--- src/rtl/pipe_stage.sv ---
// Elastic stage: optional wrap/saturate increment, then LATENCY register stages; item visible LATENCY-1 edges after its accept edge.
// Backpressure ripples combinationally from next_ready through the load enables, so bubbles collapse and full throughput holds.
module pipe_stage #(
    parameter int          WIDTH     = 5,
    parameter int          LATENCY   = 1,
    parameter int unsigned INCREMENT = 1,
    parameter bit          SATURATE  = 1'b0,
    localparam int         OCC_W     = $clog2(LATENCY + 1)
) (
    input  logic             clk,
    input  logic             reset,
    input  logic             prev_valid,
    output logic             this_ready,
    output logic             this_valid,
    input  logic             next_ready,
    input  logic [WIDTH-1:0] input_num,
    output logic [WIDTH-1:0] output_num,
    output logic [OCC_W-1:0] occupancy
);

    if (LATENCY < 1 || LATENCY > 16) begin : g_bad_latency
        $error("pipe_stage: LATENCY must be in 1..16");
    end
    if (WIDTH < 1 || WIDTH > 32) begin : g_bad_width
        $error("pipe_stage: WIDTH must be in 1..32");
    end
    if (64'(INCREMENT) >= (64'd1 << WIDTH)) begin : g_bad_increment
        $error("pipe_stage: INCREMENT must fit in WIDTH bits");
    end

    localparam logic [63:0]    INC64   = 64'(INCREMENT);
    localparam logic [WIDTH:0] INC_EXT = INC64[WIDTH:0];

    logic [LATENCY-1:0][WIDTH-1:0] s_q, s_d;
    logic [LATENCY-1:0]            v_q, v_d;
    logic [LATENCY-1:0]            ld;
    logic                          ld_acc;
    logic                          accept;
    logic [WIDTH:0]                sum;
    logic [WIDTH-1:0]              f_val;
    logic [OCC_W-1:0]              occ_cnt;

    // The carry bit of the WIDTH+1 sum is exactly the overflow indication.
    always_comb begin
        sum   = {1'b0, input_num} + INC_EXT;
        f_val = sum[WIDTH-1:0];
        if (SATURATE && sum[WIDTH]) begin
            f_val = '1;
        end
    end

    // A stage may load when it is empty or everything downstream of it moves.
    always_comb begin
        ld     = '0;
        ld_acc = next_ready;
        for (int i = LATENCY - 1; i >= 0; i--) begin
            ld_acc = ld_acc | ~v_q[i];
            ld[i]  = ld_acc;
        end
    end

    assign this_ready = ld[0] & ~reset;
    assign accept     = prev_valid & this_ready;

    always_comb begin
        s_d = s_q;
        v_d = v_q;
        if (ld[0]) begin
            s_d[0] = f_val;
            v_d[0] = accept;
        end
        for (int i = 1; i < LATENCY; i++) begin
            if (ld[i]) begin
                s_d[i] = s_q[i-1];
                v_d[i] = v_q[i-1];
            end
        end
    end

    always_ff @(posedge clk) begin
        if (reset) begin
            s_q <= '0;
            v_q <= '0;
        end else begin
            s_q <= s_d;
            v_q <= v_d;
        end
    end

    always_comb begin
        occ_cnt = '0;
        for (int i = 0; i < LATENCY; i++) begin
            occ_cnt = occ_cnt + OCC_W'(v_q[i]);
        end
    end

    assign this_valid = v_q[LATENCY-1];
    assign output_num = s_q[LATENCY-1];
    assign occupancy  = occ_cnt;

endmodule
--- config.mk ---
export PLATFORM = sky130hd
export DESIGN_NAME = pipe_stage
export DESIGN_NICKNAME = d
export VERILOG_FILES = /design/src/rtl/pipe_stage.sv
export SDC_FILE = /design/constraint.sdc
export NUM_CORES = 1
export LEC_CHECK = 0
export BUFFER_PORTS_ARGS = -buffer_cell sky130_fd_sc_hd__buf_2
export CORE_AREA = 2 2 39 41
export CTS_CLUSTER_DIAMETER = 80
export DETAILED_ROUTE_END_ITERATION = 8
export DIE_AREA = 0 0 41 43
export PLACE_DENSITY = 0.44
export SLEW_MARGIN = 5
export SYNTH_ARGS = -nofsm -noshare
export SYNTH_HDL_FRONTEND = slang
export SYNTH_SLANG_ARGS = --single-unit
--- constraint.sdc ---
create_clock -name clk -period 1.8 [get_ports clk]
set_input_delay 0.18 -clock clk [delete_from_list [all_inputs] [get_ports clk]]
set_output_delay 0.18 -clock clk [all_outputs]
set_load 0.01 [all_outputs]
== Yosys cells after proc, flatten, opt, wreduce, memory -nomap -nowiden ==
Cells that the tools add are included.
W data, S select, Z words.

* Output and inout bits: 8
* Register bits: 6

* $add $sub $neg: 1
* Bitwise logic cells: 5

{| class="wikitable"
|+ Operators with widths
! cell !! number
|-
| $add A5 B1 Y5 const B || 1
|-
| $and A1 B1 Y1 || 2
|-
| $not A1 Y1 || 2
|-
| $or A1 B1 Y1 || 1
|}

== Longest topological paths before layout ==
* Depth in word-level cells: 4
* Depth in mapped cells: 4
* Depth with buffers taken out: 4

== Worst setup path before layout ==
OpenSTA, ideal clock, no wires.

* Path kind: reg-to-reg
* Start point: register v_q (netlist: this_valid)
* End point: register s_q, in the netlist output_num[0]
* Data arrival time: 0.795 ns
* Library setup time: 0.086 ns
* Slack: 0.920 ns
* Period minus slack after synthesis: 0.880 ns
* Cell stages (with the launch flop): 4
* Required time: 1.714 ns
* Path through: dfxtp_1 nand2b_1 buf_4 a211oi_1

* Word-level cells in the longest chain between the ends: 2

{| class="wikitable"
|+ RTL lines
! what !! line !! RTL
|-
| from (decl) || 35 || <nowiki>logic [LATENCY-1:0] v_q, v_d;</nowiki>
|-
| from (signal assigned) || 86 || <nowiki>v_q <= v_d;</nowiki>
|-
| $not A1 Y1 || 57 || <nowiki>ld_acc = ld_acc | ~v_q[i];</nowiki>
|-
| $or A1 B1 Y1 || 57 ||
|-
| to (signal assigned) || 82 || <nowiki>s_q <= '0;</nowiki>
|-
| to (signal assigned) || 85 || <nowiki>s_q <= s_d;</nowiki>
|-
| to (decl) || 34 || <nowiki>logic [LATENCY-1:0][WIDTH-1:0] s_q, s_d;</nowiki>
|}

Every way passes these cells.
A chain may end at the register's enable or synchronous reset.

== Final worst setup path ==
* Start point: register v_q (netlist: this_valid)
* End point: output this_ready

* Word-level cells in the longest chain between the ends: 3

{| class="wikitable"
|+ RTL lines
! what !! line !! RTL
|-
| $not A1 Y1 || 57 ||
|-
| $or A1 B1 Y1 || 57 ||
|-
| $and A1 B1 Y1 || 62 || <nowiki>assign this_ready = ld[0] & ~reset;</nowiki>
|-
| to (decl) || 13 || <nowiki>output logic this_ready,</nowiki>
|}

Every way passes these cells.

==> impl_metrics.ini <==
[power_and_ir_drop]
ir_worst_vdd_uv = 188
p_total_mw = 0.326
power.density_nw_per_um2 = 873
p_leak_nw = 0.182

[grt]
antenna_found_initial = 0
grt_max_degree = 10
grt-ovfl-total = 0
grt_pass1_wl_um = 841
grt_pass1_vias = 208
grt_usage = 0.0825

[logic_synthesis]
synth.avg_cell_area_sq_um = 8.84
ys_warn_count = 0
synth.area.top_cells = dfxtp_1, a211oi_1, nor2_1, xor2_1, buf_4
synth_cell_types = 12
synth_top_area_frac = 0.453
synth_area_sq_um = 265
yosysSeqAreaShare = 0.453
yosys.area.top_type = dfxtp_1
syn_nets = 40
syn_inst = 30
synth-seq-cells = 6

[critical_path]
worst-path-max-fanout = 4
rr_startpoint = this_valid
r2r_setup_slack_ns = 0.88
reg2reg_depth = 3
cp.arrival_ns = 1.02
required_ns = 1.62
start_kind = register
crit_type = register to primary output
timing.rr.end = output_num[3]
critPathCaptureType = primary output
critPathLaunch = this_valid

[final_layout]
final_cell_mix = buf_2, nor2_1, dfxtp_1
multi_input_area_sq_um = 130
seqCellArea_sq_um = 120
fin_cells = 63
layout-drive-gt1-share = 0.404
final_common_cell = buf_2
fillers = 162
insertedDiodeCount = 0
areaGrowthSynthToFinish_pct = 40.6
fin_nets = 59

[detailed_routing]
dr.pass1.iters = 1
route.detailed.drc = 0
routed_wl_um = 546
via_per_inst = 4.11
drtIter0Drc = 0
dr_total_vias = 259
antenna_left = 0
avgRoutedWirePerCell_um = 8.67

[clocking]
cts_made_buffers = 3
cts-resized-gates = 0
clock_path_buffers = 2
cts_max_level = 1
cts_hold_buffers = 0
cts_tree = done
clk_pin_slew_ns = 0.04
clock_tree.root_cell = clkbuf_4
cts_num_sinks = 6
clk_latency_ns = 0.24
post-cts-setup-buffers = 0

[sta]
fin_skew_ns = 0.000643
fin_ws_ns = 0.603
holdWs_ns = 0.152
tns_ns = 0
max-slew-margin-rel = 0.787
slew_viol_final = 0
rsz0062_at_grt = no
max_freq_mhz = 835
hold_viol = 0
worst_pin_slew_ns = 0.320
finalWorstPathRequiredPeriod_ns = 1.20
min_period_over_period = 0.665
finalSetupViolations = 0

[placed_design]
gp_congestion = 0.606
pre_cts_slack_ns = 0.798
port_buffers = 16
dp.cells = 60
post-dp-hpwl_um = 448

[floorplan]
rows = 14
fp.dieW_um = 41
die-area_sq_um = 1760
initial_utilization = 0.192
io_pins = 17
core_area_sq_um = 1380
fp.dieH_um = 43

[min_path]
hp-class = input port to register
hold_depth = 3
hold_end = this_valid
min_from = prev_valid

[outcome]
status = completed

[job]
cap_violations = 0
## worst max path at each step
stage,endpoint,slack [ns],depth (start not counted)
4_1_cts,this_ready,0.59,3
6_report,this_ready,0.60,3
2_1_floorplan,output_num[0],0.92,3
3_5_place_dp,output_num[4],0.80,5
5_1_grt,this_ready,0.53,3
3_3_place_gp,output_num[4],0.81,5
## state kept, by name, summed over array words and instances, names as in the netlist
name,count
this_valid,1
output_num,5
## cells in the mapped netlist
cell,number
dfxtp_1,6
xnor2_1,1
ha_1,1
nor2b_1,1
nand2b_1,1
a21oi_1,1
nand2_1,2
xor2_1,2
buf_4,2
nor2_1,7
a211oi_1,4
nand3_1,2
## metrics by stage
| stage | util | cell area, sq um |
|---|---|---|
| 6_report | 0.269 | 373 |
| 5_1_grt | 0.269 | 373 |
| 4_1_cts | 0.269 | 373 |
| 3_5_place_dp | 0.253 | 350 |
| 3_3_place_gp | 0.253 | 350 |
| 2_1_floorplan | - | 265 |
## layer usage
| layer | up-vias | share of wire | wire length (um) | track usage |
|---|---|---|---|---|
| li1 | 135 | - | - | - |
| met1 | 114 | 0.45 | 246 | 0.0906 |
| met2 | 10 | 0.48 | 262 | 0.0844 |
| met3 | 0 | 0.068 | 37 | 0.0471 |
| met4 | 0 | 0 | 0 | 0.120 |
| met5 | - | 0 | 0 | 0 |
## critical path, cell delays in order (launching register included)
cell	delay, ns
dfxtp_1	0.34
nor2b_1	0.24
nor2_1	0.06
buf_2	0.14
## cells by family (layout without fill, tap and decap cells)
logic type	after synthesis	after routing	share of synthesized area
AO/OA/AOI/OAI	5	5	0.132
XOR/XNOR	3	3	0.0991
adder cells (fa/ha/maj)	1	1	0.0472
buffers and inverters	2	19	0.0566
flip-flops	6	6	0.453
AND/OR/NAND/NOR	13	13	0.212
## report_power, final
group	switching [mW]	internal, mW
sequential	0.00538	0.144
combinational	0.0295	0.0266
clock	0.0445	0.0752
total	0.0794	0.246
## cell type report
type | instances | area share
multi-input cells | 22 | 0.349
flip-flops and latches | 6 | 0.322
repair buffers | 16 | 0.215
clock buffers | 3 | 0.0604
well taps | 16 | 0.0537
(Power assumes the default switching activity.)
